==> src/rtl/rtc_bus_engine.sv <==
// rtl/rtc_bus_engine.sv - RTC multiplexed address/data bus engine for read/write bursts
module rtc_bus_engine #(
    parameter int DATA_W    = 8,
    parameter int T_PHASE   = 4,
    parameter int BURST_MAX = 16,
    parameter int LEN_W     = 5
) (
    input  logic              Clk,
    input  logic              Reset,
    input  logic              start,
    input  logic              rw,
    input  logic              inc,
    input  logic [DATA_W-1:0] addr,
    input  logic [LEN_W-1:0]  len,
    input  logic [DATA_W-1:0] wdata,
    output logic              wd_take,
    output logic [DATA_W-1:0] rdata,
    output logic              rd_valid,
    output logic [LEN_W-1:0]  rd_idx,
    output logic              busy,
    output logic              done,
    output logic              AD,
    output logic              CS,
    output logic              RD,
    output logic              WR,
    output logic [DATA_W-1:0] bus_out,
    output logic              bus_oe,
    input  logic [DATA_W-1:0] bus_in
);
    localparam int PH_W = (T_PHASE > 1) ? $clog2(T_PHASE) : 1;

    typedef enum logic [3:0] {
        S_IDLE, S_A_SET, S_A_STB, S_A_HLD, S_D_SET, S_D_STB, S_D_HLD, S_GAP, S_DONE
    } state_t;

    state_t              state_q, state_d;
    logic [PH_W-1:0]     phase_q, phase_d;
    logic                rw_q, rw_d, inc_q, inc_d;
    logic [DATA_W-1:0]   cur_addr_q, cur_addr_d, wbyte_q, wbyte_d;
    logic [LEN_W-1:0]    len_q, len_d, idx_q, idx_d;
    logic                ad_q, ad_d, cs_q, cs_d, rd_q, rd_d, wr_q, wr_d;
    logic                oe_q, oe_d, busy_q, busy_d, done_q, done_d;
    logic                take_q, take_d, rv_q, rv_d;
    logic [DATA_W-1:0]   bus_out_q, bus_out_d, rdata_q, rdata_d;
    logic [LEN_W-1:0]    rd_idx_q, rd_idx_d;
    logic                phase_done, last_byte, enter_d_set;

    assign phase_done  = (phase_q == PH_W'(T_PHASE - 1));
    assign last_byte   = (idx_q == len_q - 1'b1);
    assign enter_d_set = (state_d == S_D_SET) && (state_q != S_D_SET);

    always_ff @(posedge Clk or posedge Reset) begin
        if (Reset) begin
            state_q    <= S_IDLE;
            phase_q    <= '0;
            rw_q       <= 1'b0;
            inc_q      <= 1'b0;
            cur_addr_q <= '0;
            wbyte_q    <= '0;
            len_q      <= '0;
            idx_q      <= '0;
            ad_q       <= 1'b1;
            cs_q       <= 1'b1;
            rd_q       <= 1'b1;
            wr_q       <= 1'b1;
            oe_q       <= 1'b0;
            busy_q     <= 1'b0;
            done_q     <= 1'b0;
            take_q     <= 1'b0;
            rv_q       <= 1'b0;
            bus_out_q  <= '0;
            rdata_q    <= '0;
            rd_idx_q   <= '0;
        end else begin
            state_q    <= state_d;
            phase_q    <= phase_d;
            rw_q       <= rw_d;
            inc_q      <= inc_d;
            cur_addr_q <= cur_addr_d;
            wbyte_q    <= wbyte_d;
            len_q      <= len_d;
            idx_q      <= idx_d;
            ad_q       <= ad_d;
            cs_q       <= cs_d;
            rd_q       <= rd_d;
            wr_q       <= wr_d;
            oe_q       <= oe_d;
            busy_q     <= busy_d;
            done_q     <= done_d;
            take_q     <= take_d;
            rv_q       <= rv_d;
            bus_out_q  <= bus_out_d;
            rdata_q    <= rdata_d;
            rd_idx_q   <= rd_idx_d;
        end
    end

    always_comb begin
        state_d = state_q;
        case (state_q)
            S_IDLE:  if (start) state_d = S_A_SET;
            S_A_SET: if (phase_done) state_d = S_A_STB;
            S_A_STB: if (phase_done) state_d = S_A_HLD;
            S_A_HLD: if (phase_done) state_d = S_D_SET;
            S_D_SET: if (phase_done) state_d = S_D_STB;
            S_D_STB: if (phase_done) state_d = S_D_HLD;
            S_D_HLD: if (phase_done) state_d = last_byte ? S_DONE : S_GAP;
            S_GAP:   if (phase_done) state_d = S_A_SET;
            S_DONE:  state_d = S_IDLE;
            default: state_d = S_IDLE;
        endcase
    end

    // Burst context: captured on acceptance, advanced when leaving D_HLD for GAP.
    always_comb begin
        phase_d    = (state_d != state_q || state_q == S_IDLE) ? '0 : phase_q + 1'b1;
        rw_d       = rw_q;
        inc_d      = inc_q;
        cur_addr_d = cur_addr_q;
        len_d      = len_q;
        idx_d      = idx_q;
        wbyte_d    = wbyte_q;
        if (state_q == S_IDLE && start) begin
            rw_d       = rw;
            inc_d      = inc;
            cur_addr_d = addr;
            idx_d      = '0;
            if (len == '0)
                len_d = LEN_W'(1);
            else if (len > LEN_W'(BURST_MAX))
                len_d = LEN_W'(BURST_MAX);
            else
                len_d = len;
        end
        if (state_q == S_D_HLD && state_d == S_GAP) begin
            idx_d      = idx_q + 1'b1;
            cur_addr_d = cur_addr_q + DATA_W'(inc_q);
        end
        if (enter_d_set && !rw_q)
            wbyte_d = wdata;
    end

    // Output values are decoded from the next state so they line up with the registered state.
    always_comb begin
        ad_d      = 1'b1;
        cs_d      = 1'b1;
        rd_d      = 1'b1;
        wr_d      = 1'b1;
        oe_d      = 1'b0;
        bus_out_d = '0;
        case (state_d)
            S_A_SET, S_A_STB, S_A_HLD: begin
                cs_d      = 1'b0;
                ad_d      = 1'b0;
                oe_d      = 1'b1;
                bus_out_d = cur_addr_d;
                wr_d      = (state_d != S_A_STB);
            end
            S_D_SET, S_D_STB, S_D_HLD: begin
                cs_d = 1'b0;
                if (!rw_q) begin
                    oe_d      = 1'b1;
                    bus_out_d = wbyte_d;
                    wr_d      = (state_d != S_D_STB);
                end else begin
                    rd_d      = (state_d != S_D_STB);
                end
            end
            default: ;
        endcase
        busy_d   = (state_d != S_IDLE);
        done_d   = (state_d == S_DONE);
        take_d   = enter_d_set && !rw_q;
        rv_d     = rw_q && (state_d == S_D_HLD) && (state_q == S_D_STB);
        rdata_d  = rv_d ? bus_in : rdata_q;
        rd_idx_d = rv_d ? idx_q : rd_idx_q;
    end

    assign AD       = ad_q;
    assign CS       = cs_q;
    assign RD       = rd_q;
    assign WR       = wr_q;
    assign bus_oe   = oe_q;
    assign bus_out  = bus_out_q;
    assign busy     = busy_q;
    assign done     = done_q;
    assign wd_take  = take_q;
    assign rd_valid = rv_q;
    assign rdata    = rdata_q;
    assign rd_idx   = rd_idx_q;
endmodule

==> config.mk <==
export PLATFORM = sky130hd
export DESIGN_NAME = rtc_bus_engine
export DESIGN_NICKNAME = d
export VERILOG_FILES = /design/src/rtl/rtc_bus_engine.sv
export SDC_FILE = /design/constraint.sdc
export NUM_CORES = 1
export LEC_CHECK = 0
export BUFFER_PORTS_ARGS = -buffer_cell sky130_fd_sc_hd__buf_2
export CAP_MARGIN = 15
export CORE_AREA = 5 5 106 98
export DETAILED_ROUTE_END_ITERATION = 8
export DIE_AREA = 0 0 111 103
export SYNTH_ARGS = -nofsm -noshare
export SYNTH_HDL_FRONTEND = slang
export SYNTH_SLANG_ARGS = --single-unit
==> constraint.sdc <==
create_clock -name Clk -period 3.8 [get_ports Clk]
set_clock_uncertainty 0.15 [all_clocks]
set_input_delay 0.19 -clock Clk [delete_from_list [all_inputs] [get_ports Clk]]
set_output_delay 0.19 -clock Clk [all_outputs]
set_load 0.005 [all_outputs]
==> reports/summary.json, run 1 <==
{
  "timing": {
    "timing.final.crit_share": 0.883,
    "setup_total_negative_slack_ps": 0,
    "timing.slew.headroom": 0.416,
    "final.min_clock_period_ps": 3360,
    "finalHoldViolCount": 0,
    "timing_worst_slew_pin_value_ps": 874,
    "rsz0062_at_grt": "no",
    "achievable-frequency_mhz": 298,
    "timing_max_transition_violations_final": 0,
    "final_setup_violation_count": 0
  },
  "route": {
    "antenna_left": 0,
    "drt_iter0_markers": 102,
    "post-route-drc-count": 0,
    "num_vias": 2460,
    "drt-pass1-iter-count": 4,
    "drt-vias-per-instance": 4.88,
    "drt-total-wl_um": 7420,
    "average_wire_per_standard_cell_um": 14.7
  },
  "layout": {
    "drive_gt1_frac": 0.294,
    "syn_to_final_growth_pct": 28.5,
    "fillers": 900,
    "post-route-util": 0.426,
    "antenna_cells": 0,
    "final_net_count": 412,
    "stdcell_area_sq_um": 3970
  },
  "placement": {
    "finalWeightedCongestion": 0.792,
    "port_buffers": 63,
    "placedInstanceArea_sq_um": 3540,
    "place_hpwl_um": 5270
  },
  "pwr": {
    "power.static_leakage_nw": 1.95,
    "seq_power_share": 0.512,
    "vdd_drop_max_v": 0.000195,
    "power.switching_uw": 303,
    "power_switching_share": 0.224,
    "combinational_group_share_of_total_power": 0.053,
    "powerDensity_nw_per_um2": 341,
    "power.internal_mw": 1.05,
    "share_clk_of_total_power": 0.435
  },
  "clock_network": {
    "cts_max_level": 3,
    "clock_pin_slew_of_the_registers_on_the_worst_case_setup_and_hold_paths_ps": 80,
    "worstSkewPairLatency_ps": 340,
    "clockBufferDepth": 2,
    "cts_sinks": 64,
    "cts.root.buffer_cell": "sky130_fd_sc_hd__clkbuf_8",
    "cts_resized": 0,
    "cts_buffers": 9,
    "tritoncts": "done"
  },
  "floorplanning": {
    "fp.dieArea_sq_um": 11400,
    "initial_standard_cell_utilization_of_the_core": 0.332,
    "coreArea_sq_um": 9320,
    "rows": 34,
    "die_width_um": 111,
    "die_y_um": 103,
    "io-pin-count": 64
  },
  "critical_path": {
    "worst_path_largest_cell_delay_ps": 720,
    "worstSetupStartpointType": "flop",
    "timing.critical_path.arrival_ps": 3430,
    "crit_path_max_fanout": 14,
    "worst_path_max_delay_cell": "sky130_fd_sc_hd__or3b_1",
    "timing.critical_path.to_type": "flop",
    "worst_ep_required_time_ps": 3870,
    "critical_path.cell_chain": "inv_1 > ha_1 > xor2_1 > nand3_1 > nor2_1 > a31oi_2 > or3_1 > or3b_1 > mux2_1",
    "timing.reg2reg.worst_path_depth": 9,
    "setup.worst_path.class": "reg -> reg"
  },
  "yosys": {
    "synth_largest_type_area_fraction": 0.486,
    "synthTopCellsByArea": "sky130_fd_sc_hd__dfrtp_1, sky130_fd_sc_hd__mux2_1, sky130_fd_sc_hd__dfstp_2, sky130_fd_sc_hd__nand2_1, sky130_fd_sc_hd__nand3_1",
    "synth_warnings": 0,
    "synth.ff_latch_count": 64,
    "postSynthAreaPerCell_sq_um": 10.8,
    "syn_area_sq_um": 3090,
    "ys_types": 56,
    "synth_cells": 285,
    "ys_dominant_reg_cell": "sky130_fd_sc_hd__dfrtp_1",
    "synthArstFlopShare": 1.00,
    "ys_seq_area_frac": 0.520,
    "synth_top_cell_by_area": "sky130_fd_sc_hd__dfrtp_1",
    "syn-num-nets": 324,
    "number_of_enable_flip_flop_cells_after_synthesis": 0
  },
  "hold_path": {
    "holdPathStages": 3,
    "worstHoldPathType": "in -> reg"
  },
  "run_status": {
    "run_status": "completed"
  },
  "global_routing": {
    "total_routing_resource_utilization_after_global_routing": 0.139,
    "gr-total-overflow": 0,
    "grt_antenna_before_repair": 0,
    "grt_pass1_wl_um": 12700,
    "first_global_vias": 2530,
    "grt_max_degree": 43
  },
  "run": {
    "timing.max_cap.violations": 0
  }
}
-- cell usage after synthesis (all sizes together) (6+ instances only) --
library cell  number
nor2              16
nand2             24
xor2               6
o221ai             6
mux2              23
nand2b             6
dfrtp             60
nand3             16
o21ai             18
inv               19
a21oi              7
clkbuf            11
-- power by group through the flow --
stage	Combinational [mW]	Clock, mW	Sequential (mW)
after floorplan	0.0229	0	0.706
after global placement	0.0543	0	0.706
after detailed placement	0.0548	0	0.706
after CTS	0.0732	0.603	0.693
after global routing	0.0809	0.631	0.694
final	0.0717	0.589	0.693
-- worst max-delay path, delay by kind of cell, from the launching register on --
family	cells	cell delay [ps]
buffers and inverters	1	70
XOR/XNOR	1	140
AO/OA/AOI/OAI	1	180
AND/OR/NAND/NOR	4	1610
flip-flops	1	380
adder cells (fa/ha/maj)	1	300
multiplexers	1	420
-- final timing paths --
kind | from | end | slack (ps)
min in group asynchronous | Reset | rd_idx[4] | 430
worst max register to register | len_q[0] | wbyte_q[1] | 440
worst min-delay path | addr[0] | cur_addr_q[0] | 20
worst min register to register | phase_q[0] | phase_q[0] | 290
worst max-delay path | len_q[0] | wbyte_q[1] | 440
max in group asynchronous | Reset | AD | 2180
-- layout by cell type, fill, tap and decap left out, types with 7 or more instances in the layout --
| master | synthesis | final |
|---|---|---|
| sky130_fd_sc_hd__nor2_1 | 16 | 16 |
| sky130_fd_sc_hd__buf_2 | 3 | 63 |
| sky130_fd_sc_hd__nand2_1 | 24 | 24 |
| sky130_fd_sc_hd__o21ai_1 | 7 | 7 |
| sky130_fd_sc_hd__dfrtp_1 | 60 | 60 |
| sky130_fd_sc_hd__clkbuf_8 | 0 | 10 |
| sky130_fd_sc_hd__inv_1 | 17 | 16 |
| sky130_fd_sc_hd__buf_4 | 0 | 7 |
| sky130_fd_sc_hd__dlygate4sd3_1 | 0 | 23 |
| sky130_fd_sc_hd__mux2_2 | 7 | 7 |
| sky130_fd_sc_hd__o21ai_0 | 10 | 10 |
| sky130_fd_sc_hd__nand3_1 | 16 | 16 |
| sky130_fd_sc_hd__mux2_1 | 11 | 11 |
| sky130_fd_sc_hd__a21oi_1 | 7 | 7 |
-- logic make-up after synthesis --
group / after synthesis / synth area share
multiplexers: 27 / 0.103
AO/OA/AOI/OAI: 61 / 0.147
flip-flops: 64 / 0.520
AND/OR/NAND/NOR: 85 / 0.138
adder cells (fa/ha/maj): 5 / 0.0202
XOR/XNOR: 8 / 0.0251
buffers and inverters: 35 / 0.0462
-- final cells by class --
| class | instances | area [sq um] | share of cell area |
|---|---|---|---|
| Inverter | 19 | 71.3 | 0.0180 |
| Multi-Input combinational cell | 186 | 1340 | 0.338 |
| Clock buffer | 11 | 141 | 0.0356 |
| Sequential cell | 64 | 1610 | 0.404 |
| Timing Repair Buffer | 93 | 598 | 0.151 |
| Clock inverter | 5 | 56.3 | 0.0142 |
| Tap cell | 126 | 158 | 0.0397 |
-- state kept, by name (all words and copies together), names as in the netlist, 2 cells and up --
| name | flops |
|---|---|
| bus_out | 8 |
| cur_addr_q | 8 |
| idx_q | 5 |
| len_q | 5 |
| phase_q | 2 |
| rd_idx | 5 |
| rdata | 8 |
| state_q | 4 |
| wbyte_q | 8 |
-- metal layers --
layer,GRT usage,vias to the layer above,share of wire
li1,-,1193,-
met1,0.178,1196,0.46
met2,0.233,64,0.49
met3,0.0370,7,0.050
met4,0.0455,0,0.0062
met5,0,-,0
-- stage by stage --
stage	cells	setup slack [ps]	power [mW]	hold WS (ps)
after global routing	504	145	1.41	33.5
after detailed placement	465	474	0.761	245
final	504	444	1.35	19.4
after floorplan	285	929	0.729	129
after CTS	504	448	1.37	15.3
after global placement	465	559	0.760	240
-- what timing repair did --
item,in CTS,in global routing
buffers inserted,0,0
endpoints found under the hold margin,64,0
hold buffers,23,0
setup endpoints to repair,0,0
Power figures use the tool's default switching activity.
==> run 2: changes to the inputs <==
--- a/config.mk
+++ b/config.mk
@@ -7,9 +7,13 @@
 export LEC_CHECK = 0
 export BUFFER_PORTS_ARGS = -buffer_cell sky130_fd_sc_hd__buf_2
 export CAP_MARGIN = 15
+export CELL_PAD_IN_SITES_DETAIL_PLACEMENT = 1
+export CELL_PAD_IN_SITES_GLOBAL_PLACEMENT = 2
 export CORE_AREA = 5 5 106 98
+export CTS_BUF_LIST = sky130_fd_sc_hd__clkbuf_4 sky130_fd_sc_hd__clkbuf_8
 export DETAILED_ROUTE_END_ITERATION = 8
 export DIE_AREA = 0 0 111 103
+export PLACE_DENSITY_LB_ADDON = 0.1
 export SYNTH_ARGS = -nofsm -noshare
 export SYNTH_HDL_FRONTEND = slang
 export SYNTH_SLANG_ARGS = --single-unit
==> run 2 against run 1 <==
Net effect: first-iteration DRC count is 2.0% lower; via count fell by 0.12%; setup slack lost 41 ps; power barely moved; sequential cell count unchanged; largest cell class unchanged; largest power group unchanged; highest routed layer unchanged.
==> reports/summary.json, run 2 (synthesis gave the netlist of run 1 again) <==
{
  "layout": {
    "final_net_count": {"value": 414, "change": "+0.49%"},
    "layout.cells.most_common_list": "sky130_fd_sc_hd__buf_2, sky130_fd_sc_hd__dfrtp_1, sky130_fd_sc_hd__nand2_1",
    "multi_input_area": {"value": 1350, "unit": "sq um", "change": "+0.37%"},
    "fillers": {"value": 1042, "change": "+16%"},
    "drive_gt1_frac": {"value": 0.303, "change": "+0.00898"},
    "antenna_cells": {"value": 0, "change": "unchanged"},
    "syn_to_final_growth_pct": 29.2,
    "regArea": {"value": 1610, "unit": "sq um", "change": "unchanged"},
    "layout_commonest_cell": "sky130_fd_sc_hd__buf_2"
  },
  "clock_network": {
    "cts.root.buffer_cell": "sky130_fd_sc_hd__clkbuf_8",
    "tritoncts": "done",
    "cts_max_level": {"value": 3, "change": "unchanged"},
    "clockBufferDepth": {"value": 2, "change": "unchanged"},
    "cts_buffers": {"value": 9, "change": "unchanged"},
    "cts_post_setup_buffers_inserted": {"value": 0, "change": "unchanged"},
    "worstSkewPairLatency": {"value": 330, "unit": "ps", "change": "about the same"},
    "clock_pin_slew_of_the_registers_on_the_worst_case_setup_and_hold_paths": {"value": 60, "unit": "ps", "change": "-20 ps"},
    "cts_sinks": {"value": 64, "change": "unchanged"}
  },
  "global_routing": {
    "gr-total-overflow": {"value": 0, "change": "unchanged"},
    "grt_max_degree": {"value": 39, "change": "-9.3%"},
    "grt_pass1_wl": {"value": 13600, "unit": "um", "change": "+7.4%"},
    "grt_antenna_before_repair": {"value": 0, "change": "unchanged"},
    "total_routing_resource_utilization_after_global_routing": {"value": 0.151, "change": "+0.0113"},
    "first_global_vias": {"value": 2706, "change": "+7.0%"}
  },
  "critical_path": {
    "timing.critical_path.to_type": "flop",
    "timing.reg2reg.worst_path_depth": {"value": 9, "change": "unchanged"},
    "rr_startpoint": "len_q[0]",
    "timing.critical_path.arrival": {"value": 3460, "unit": "ps", "change": "+30 ps"},
    "timing.critical_path.to": "wbyte_q[1]",
    "crit_start": "len_q[0]",
    "worst_ep_required_time": {"value": 3860, "unit": "ps", "change": "about the same"},
    "setup.worst_path.class": "reg -> reg",
    "reg2reg_to": "wbyte_q[1]",
    "crit_path_max_fanout": {"value": 14, "change": "unchanged"},
    "worstSetupStartpointType": "flop",
    "worst-r2r-setup-slack": {"value": 400, "unit": "ps", "change": "-40 ps"}
  },
  "run_status": {
    "run_status": "completed"
  },
  "hold_path": {
    "worst_hold_startpoint": "addr[0]",
    "worstHoldPathType": "in -> reg"
  },
  "floorplanning": {
    "rows": {"value": 34, "change": "unchanged"},
    "io-pin-count": {"value": 64, "change": "unchanged"},
    "die_width": {"value": 111, "unit": "um", "change": "unchanged"},
    "die_y": {"value": 103, "unit": "um", "change": "unchanged"},
    "coreArea": {"value": 9320, "unit": "sq um", "change": "unchanged"},
    "fp.dieArea": {"value": 11400, "unit": "sq um", "change": "unchanged"},
    "initial_standard_cell_utilization_of_the_core": {"value": 0.332, "change": "unchanged"}
  },
  "route": {
    "drt-vias-per-instance": {"value": 4.86, "change": "-0.52%"},
    "post-route-drc-count": {"value": 0, "change": "unchanged"},
    "num_vias": {"value": 2457, "change": "-0.12%"},
    "antenna_left": {"value": 0, "change": "unchanged"},
    "drt-total-wl": {"value": 8100, "unit": "um", "change": "+9.2%"},
    "average_wire_per_standard_cell": {"value": 16.0, "unit": "um", "change": "+8.8%"},
    "drt-pass1-iter-count": {"value": 4, "change": "unchanged"},
    "drt_iter0_markers": {"value": 100, "change": "-2.0%"}
  },
  "placement": {
    "finalWeightedCongestion": {"value": 0.753, "change": "-4.9%"},
    "port_buffers": {"value": 63, "change": "unchanged"},
    "place_hpwl": {"value": 5800, "unit": "um", "change": "+10%"}
  },
  "timing": {
    "rsz0062_at_grt": "no",
    "fin_hold_ws": {"value": 33.3, "unit": "ps", "change": "+13.9 ps"},
    "timing_max_transition_violations_final": {"value": 0, "change": "unchanged"},
    "timing.slew.headroom": {"value": 0.416, "change": "about the same"},
    "final_setup_violation_count": {"value": 0, "change": "unchanged"},
    "final.min_clock_period": {"value": 3400, "unit": "ps", "change": "+40.6 ps"},
    "setup_total_negative_slack": {"value": 0, "unit": "ps", "change": "unchanged"},
    "timing_worst_slew_pin_value": {"value": 876, "unit": "ps", "change": "+1.69 ps"},
    "achievable-frequency": {"value": 294, "unit": "MHz", "change": "-1.2%"},
    "timing.final.crit_share": {"value": 0.894, "change": "+0.0107"},
    "finalHoldViolCount": {"value": 0, "change": "unchanged"}
  },
  "pwr": {
    "vdd_drop_max": {"value": 0.000185, "unit": "V", "change": "-5.1%"},
    "powerDensity": {"value": 339, "unit": "nW/um^2", "change": "-0.52%"},
    "power.static_leakage": {"value": 1.97, "unit": "nW", "change": "+1.0%"}
  },
  "run": {
    "timing.max_cap.violations": {"value": 0, "change": "unchanged"}
  }
}
-- run 2: power by group --
part	leakage (nW)	internal, mW	switching, mW
Sequential	0.797	0.690	0.00330
Combinational	1.06	0.0408	0.0313
Clock	0.107	0.333	0.255
-- run 2: worst min-delay path by stage --
| stage | endpoint | slack, ps | cells past startpoint |
|---|---|---|---|
| 6_report | cur_addr_q[0] | 30 | 3 |
| 4_1_cts | cur_addr_q[0] | 20 | 3 |
| 5_1_grt | cur_addr_q[0] | 50 | 3 |
| 3_5_place_dp | rw_q | 250 | 3 |
| 2_1_floorplan | len_q[0] | 130 | 1 |
| 3_3_place_gp | rw_q | 240 | 3 |
-- run 2: final cells by class --
type / count / share of cell area
Inverter: 19 / 0.0179
Clock inverter: 4 / 0.0113
Clock buffer: 12 / 0.0382
Sequential cell: 64 / 0.402
Timing Repair Buffer: 95 / 0.154
Multi-Input combinational cell: 186 / 0.337
Tap cell: 126 / 0.0395
-- run 2: worst max-delay path, stage by stage (launching register included) --
cell and delay, ps:
sky130_fd_sc_hd__dfrtp_1 380, sky130_fd_sc_hd__inv_1 70, sky130_fd_sc_hd__ha_1 300, sky130_fd_sc_hd__xor2_1 140, sky130_fd_sc_hd__nand3_1 100, sky130_fd_sc_hd__nor2_1 230
sky130_fd_sc_hd__a31oi_2 200, sky130_fd_sc_hd__or3_1 580, sky130_fd_sc_hd__or3b_1 720, sky130_fd_sc_hd__mux2_1 410
-- run 2: what timing repair did --
item | CTS | global route
setup endpoints to repair | 0 | 8
hold buffers | 23 | 0
resized for setup | 0 | 1
hold endpoints to repair | 61 | 0
-- run 2: routing by layer --
layer	track usage	routed length (um)	up-vias
met5	0	0	-
met4	0.0445	85	0
met3	0.0423	344	6
met2	0.265	4040	46
met1	0.183	3630	1209
li1	-	-	1196
-- run 2: stage by stage --
step                      cells  worst slack, ps   util  power, mW  area, sq um
after floorplan             285              929      -      0.729         3090
after global placement      467              240  0.382      0.760         3560
after detailed placement    467              198  0.382      0.762         3560
after CTS                   506              204  0.428       1.37         3990
after global routing        506              135  0.429       1.42         3990
final                       506              403  0.429       1.35         3990
==> run 3: changes to the inputs <==
--- a/config.mk
+++ b/config.mk
@@ -5,15 +5,17 @@
 export SDC_FILE = /design/constraint.sdc
 export NUM_CORES = 1
 export LEC_CHECK = 0
+export ABC_AREA = 1
 export BUFFER_PORTS_ARGS = -buffer_cell sky130_fd_sc_hd__buf_2
 export CAP_MARGIN = 15
 export CELL_PAD_IN_SITES_DETAIL_PLACEMENT = 1
 export CELL_PAD_IN_SITES_GLOBAL_PLACEMENT = 2
-export CORE_AREA = 5 5 106 98
+export CORE_AREA = 5 5 108 100
 export CTS_BUF_LIST = sky130_fd_sc_hd__clkbuf_4 sky130_fd_sc_hd__clkbuf_8
 export DETAILED_ROUTE_END_ITERATION = 8
-export DIE_AREA = 0 0 111 103
+export DIE_AREA = 0 0 113 105
 export PLACE_DENSITY_LB_ADDON = 0.1
+export SLEW_MARGIN = 20
 export SYNTH_ARGS = -nofsm -noshare
 export SYNTH_HDL_FRONTEND = slang
 export SYNTH_SLANG_ARGS = --single-unit
==> run 3 against run 2 <==
Net effect: global-route usage shrank 0.16 points; area after synthesis shrank 0.77%; sequential cell count is the same; cell count grew 16%; wire length grew 0.43%; cell area shrank 1.8%.
==> reports/summary.json, run 3 <==
{
  "placement": {
    "port_buffers": {"value": 63, "change": "unchanged"},
    "numPlacedInstances": {"value": 547, "change": "+17%"},
    "place_hpwl": {"value": 6070, "unit": "um", "change": "+4.7%"},
    "dp_slack": {"value": 1130, "unit": "ps", "change": "+935 ps"},
    "finalWeightedCongestion": {"value": 0.770, "change": "+2.2%"},
    "placedInstanceArea": {"value": 3510, "unit": "sq um", "change": "-1.4%"}
  },
  "critical_path": {
    "most_numerous_cell_on_the_critical_path": "sky130_fd_sc_hd__nand2_1",
    "worst_ep_required_time": {"value": 3920, "unit": "ps", "change": "+60 ps"},
    "worst_path_largest_cell_delay": {"value": 580, "unit": "ps", "change": "-140 ps"},
    "critical-path-top-delay-family": "simple AND/OR/NAND/NOR gates",
    "critical_path.cell_chain": "inv_2 > ha_1 > nand2_1 > nor2_1 > nand2_1 > nand2_1 > nand2_1 > o21ai_2 > nand2_1 > nor2_1 > nand2_1 > nand2_1 > nand3_1",
    "worst_path_max_delay_cell": "sky130_fd_sc_hd__nor2_1",
    "cp_num_buf_inv": {"value": 1, "change": "unchanged"},
    "timing.critical_path.to_type": "flop",
    "reg2reg_to": "WR",
    "worst-r2r-setup-slack": {"value": 1180, "unit": "ps", "change": "+780 ps"},
    "timing.critical_path.arrival": {"value": 2740, "unit": "ps", "change": "-720 ps"},
    "timing.reg2reg.worst_path_depth": {"value": 13, "change": "+4"},
    "crit_path_max_fanout": {"value": 11, "change": "-3"},
    "worstSetupStartpointType": "flop",
    "setup.worst_path.class": "reg -> reg",
    "rr_startpoint": "len_q[0]"
  },
  "route": {
    "num_vias": {"value": 2599, "change": "+5.8%"},
    "drt-pass1-iter-count": {"value": 4, "change": "unchanged"},
    "drt_iter0_markers": {"value": 86, "change": "-14%"},
    "drt-vias-per-instance": {"value": 4.44, "change": "-8.7%"},
    "average_wire_per_standard_cell": {"value": 13.9, "unit": "um", "change": "-13%"},
    "post-route-drc-count": {"value": 0, "change": "unchanged"},
    "antenna_left": {"value": 0, "change": "unchanged"},
    "drt-total-wl": {"value": 8140, "unit": "um", "change": "+0.43%"}
  },
  "timing": {
    "final.min_clock_period": {"value": 2620, "unit": "ps", "change": "-777 ps"},
    "timing_max_transition_violations_final": {"value": 0, "change": "unchanged"},
    "final_setup_violation_count": {"value": 0, "change": "unchanged"},
    "setup_total_negative_slack": {"value": 0, "unit": "ps", "change": "unchanged"},
    "timing_worst_slew_pin_value": {"value": 806, "unit": "ps", "change": "-69.9 ps"},
    "achievable-frequency": {"value": 382, "unit": "MHz", "change": "+30%"},
    "finalHoldViolCount": {"value": 0, "change": "unchanged"},
    "timing.final.crit_share": {"value": 0.689, "change": "-0.204"},
    "fin_hold_ws": {"value": 42.3, "unit": "ps", "change": "+9.02 ps"},
    "timing.slew.headroom": {"value": 0.462, "change": "+0.0458"},
    "layout_setup_ws": {"value": 1180, "unit": "ps", "change": "+777 ps"},
    "rsz0062_at_grt": "no"
  },
  "clock_network": {
    "cts.root.buffer_cell": "sky130_fd_sc_hd__clkbuf_8",
    "ctsHoldBuffers": {"value": 24, "change": "+4.3%"},
    "cts_buffers": {"value": 9, "change": "unchanged"},
    "tritoncts": "done",
    "worstSkewPairLatency": {"value": 340, "unit": "ps", "change": "about the same"},
    "cts_sinks": {"value": 64, "change": "unchanged"},
    "cts_max_level": {"value": 3, "change": "unchanged"},
    "cts_resized": {"value": 0, "change": "unchanged"},
    "cts_post_setup_buffers_inserted": {"value": 0, "change": "unchanged"},
    "clockBufferDepth": {"value": 2, "change": "unchanged"},
    "clock_pin_slew_of_the_registers_on_the_worst_case_setup_and_hold_paths": {"value": 70, "unit": "ps", "change": "about the same"}
  },
  "global_routing": {
    "grt_max_degree": {"value": 39, "change": "unchanged"},
    "gr-total-overflow": {"value": 0, "change": "unchanged"},
    "total_routing_resource_utilization_after_global_routing": {"value": 0.149, "change": "-0.00160"},
    "first_global_vias": {"value": 2908, "change": "+7.5%"},
    "grt_pass1_wl": {"value": 14200, "unit": "um", "change": "+4.3%"},
    "grt_antenna_before_repair": {"value": 0, "change": "unchanged"}
  },
  "floorplanning": {
    "die_y": {"value": 105, "unit": "um", "change": "+1.9%"},
    "coreArea": {"value": 9490, "unit": "sq um", "change": "+1.8%"},
    "initial_standard_cell_utilization_of_the_core": {"value": 0.323, "change": "-0.00846"},
    "io-pin-count": {"value": 64, "change": "unchanged"},
    "fp.dieArea": {"value": 11900, "unit": "sq um", "change": "+3.8%"},
    "die_width": {"value": 113, "unit": "um", "change": "+1.8%"},
    "rows": {"value": 34, "change": "unchanged"}
  },
  "layout": {
    "stdcell_area": {"value": 3920, "unit": "sq um", "change": "-1.8%"},
    "post-route-util": {"value": 0.413, "change": "-0.0152"},
    "layout_commonest_cell": "sky130_fd_sc_hd__nand2_1",
    "drive_gt1_frac": {"value": 0.263, "change": "-0.0396"},
    "fillers": {"value": 1157, "change": "+11%"},
    "finish.cell_count_without_fillers": {"value": 586, "change": "+16%"},
    "layout.cells.most_common_list": "sky130_fd_sc_hd__nand2_1, sky130_fd_sc_hd__buf_2, sky130_fd_sc_hd__dfrtp_1",
    "syn_to_final_growth_pct": 27.9,
    "antenna_cells": {"value": 0, "change": "unchanged"},
    "final_net_count": {"value": 495, "change": "+20%"}
  },
  "hold_path": {
    "worstHoldPathType": "in -> reg",
    "holdPathEnd": "cur_addr_q[1]",
    "holdPathStages": {"value": 5, "change": "+2"},
    "worst_hold_startpoint": "addr[1]"
  },
  "yosys": {
    "synth_cells": {"value": 363, "change": "+27%"},
    "ys_seq_area_frac": {"value": 0.524, "change": "+0.00403"},
    "number_of_enable_flip_flop_cells_after_synthesis": {"value": 0, "change": "unchanged"},
    "synth_warnings": {"value": 0, "change": "unchanged"},
    "syn-num-nets": {"value": 402, "change": "+24%"},
    "synthArstFlopShare": {"value": 1.00, "change": "unchanged"},
    "postSynthAreaPerCell": {"value": 8.45, "unit": "sq um", "change": "-22%"},
    "ys_dominant_reg_cell": "sky130_fd_sc_hd__dfrtp_1",
    "synth_largest_type_area_fraction": {"value": 0.490, "change": "+0.00377"},
    "synthTopCellsByCount": "sky130_fd_sc_hd__nand2_1, sky130_fd_sc_hd__dfrtp_1, sky130_fd_sc_hd__inv_1, sky130_fd_sc_hd__nand3_1, sky130_fd_sc_hd__o21ai_0",
    "ys_types": {"value": 30, "change": "-46%"},
    "synthTopCellsByArea": "sky130_fd_sc_hd__dfrtp_1, sky130_fd_sc_hd__nand2_1, sky130_fd_sc_hd__nand3_1, sky130_fd_sc_hd__inv_1, sky130_fd_sc_hd__o21ai_0",
    "syn_area": {"value": 3070, "unit": "sq um", "change": "-0.77%"},
    "synth_top_cell_by_area": "sky130_fd_sc_hd__dfrtp_1",
    "yosysMostFrequentCell": "sky130_fd_sc_hd__nand2_1",
    "synth.ff_latch_count": {"value": 64, "change": "unchanged"}
  },
  "pwr": {
    "vdd_drop_max": {"value": 0.000127, "unit": "V", "change": "-31%"},
    "power.static_leakage": {"value": 2.11, "unit": "nW", "change": "+7.2%"},
    "powerDensity": {"value": 323, "unit": "nW/um^2", "change": "-4.8%"},
    "design_power_total": {"value": 1.27, "unit": "mW", "change": "-6.5%"}
  },
  "run_status": {
    "run_status": "completed"
  },
  "run": {
    "timing.max_cap.violations": {"value": 0, "change": "unchanged"}
  }
}
==> run 3: cell count changes after synthesis, moves of 7 or more <==
cell / change
sky130_fd_sc_hd__nand2_1: +96
sky130_fd_sc_hd__inv_1: +16
sky130_fd_sc_hd__o21ai_0: +12
sky130_fd_sc_hd__mux2_2: -7
sky130_fd_sc_hd__nand3_1: +12
sky130_fd_sc_hd__clkbuf_1: -11
sky130_fd_sc_hd__inv_2: +9
sky130_fd_sc_hd__mux2_1: -11
==> run 3: how the worst max path moves through the flow <==
stage	from	end	slack [ps]	cells after the start
6_report	len_q[0]	WR	1180	13
5_1_grt	state_q[0]	bus_out[5]	880	9
4_1_cts	state_q[0]	bus_out[5]	1110	9
3_5_place_dp	state_q[0]	bus_out[5]	1130	9
3_3_place_gp	state_q[0]	bus_out[2]	1220	9
2_1_floorplan	len_q[0]	rdata[0]	1770	12
==> run 3: worst register-to-register path: stages, from the launching register on <==
cell,delay (ps)
sky130_fd_sc_hd__dfrtp_1,380
sky130_fd_sc_hd__inv_2,80
sky130_fd_sc_hd__ha_1,210
sky130_fd_sc_hd__nand2_1,70
sky130_fd_sc_hd__nor2_1,100
sky130_fd_sc_hd__nand2_1,60
sky130_fd_sc_hd__nand2_1,50
sky130_fd_sc_hd__nand2_1,110
sky130_fd_sc_hd__o21ai_2,220
sky130_fd_sc_hd__nand2_1,170
sky130_fd_sc_hd__nor2_1,580
sky130_fd_sc_hd__nand2_1,190
sky130_fd_sc_hd__nand2_1,120
sky130_fd_sc_hd__nand3_1,70
==> run 3: cell type report <==
cell class / instances / area [sq um] / area share
Tap cell: 126 / 158 / 0.0402
Sequential cell: 64 / 1610 / 0.410
Inverter: 45 / 171 / 0.0437
Timing Repair Buffer: 88 / 563 / 0.144
Clock inverter: 4 / 20.0 / 0.00511
Clock buffer: 11 / 151 / 0.0386
Multi-Input combinational cell: 248 / 1250 / 0.319
==> run 3: per-layer routing <==
layer	vias up	share of wire	wire length, um	GRT usage
met5	-	0	0	0
met4	0	0.0052	42	0.0309
met1	1222	0.47	3800	0.193
met2	44	0.49	3980	0.251
met3	4	0.039	315	0.0399
li1	1329	-	-	-
==> run 3: power breakdown <==
part	internal, mW	switching, mW
clock	0.264	0.253
sequential	0.686	0.00216
combinational	0.0338	0.0270
==> run 3: cells by family (layout without fill, tap and decap cells) <==
| logic type | count (synthesis) | after routing | share of synthesized area |
|---|---|---|---|
| AND/OR/NAND/NOR | 188 | 188 | 0.278 |
| buffers and inverters | 51 | 148 | 0.0681 |
| XOR/XNOR | 9 | 9 | 0.0257 |
| adder cells (fa/ha/maj) | 5 | 5 | 0.0204 |
| AO/OA/AOI/OAI | 46 | 46 | 0.0836 |
| flip-flops | 64 | 64 | 0.524 |
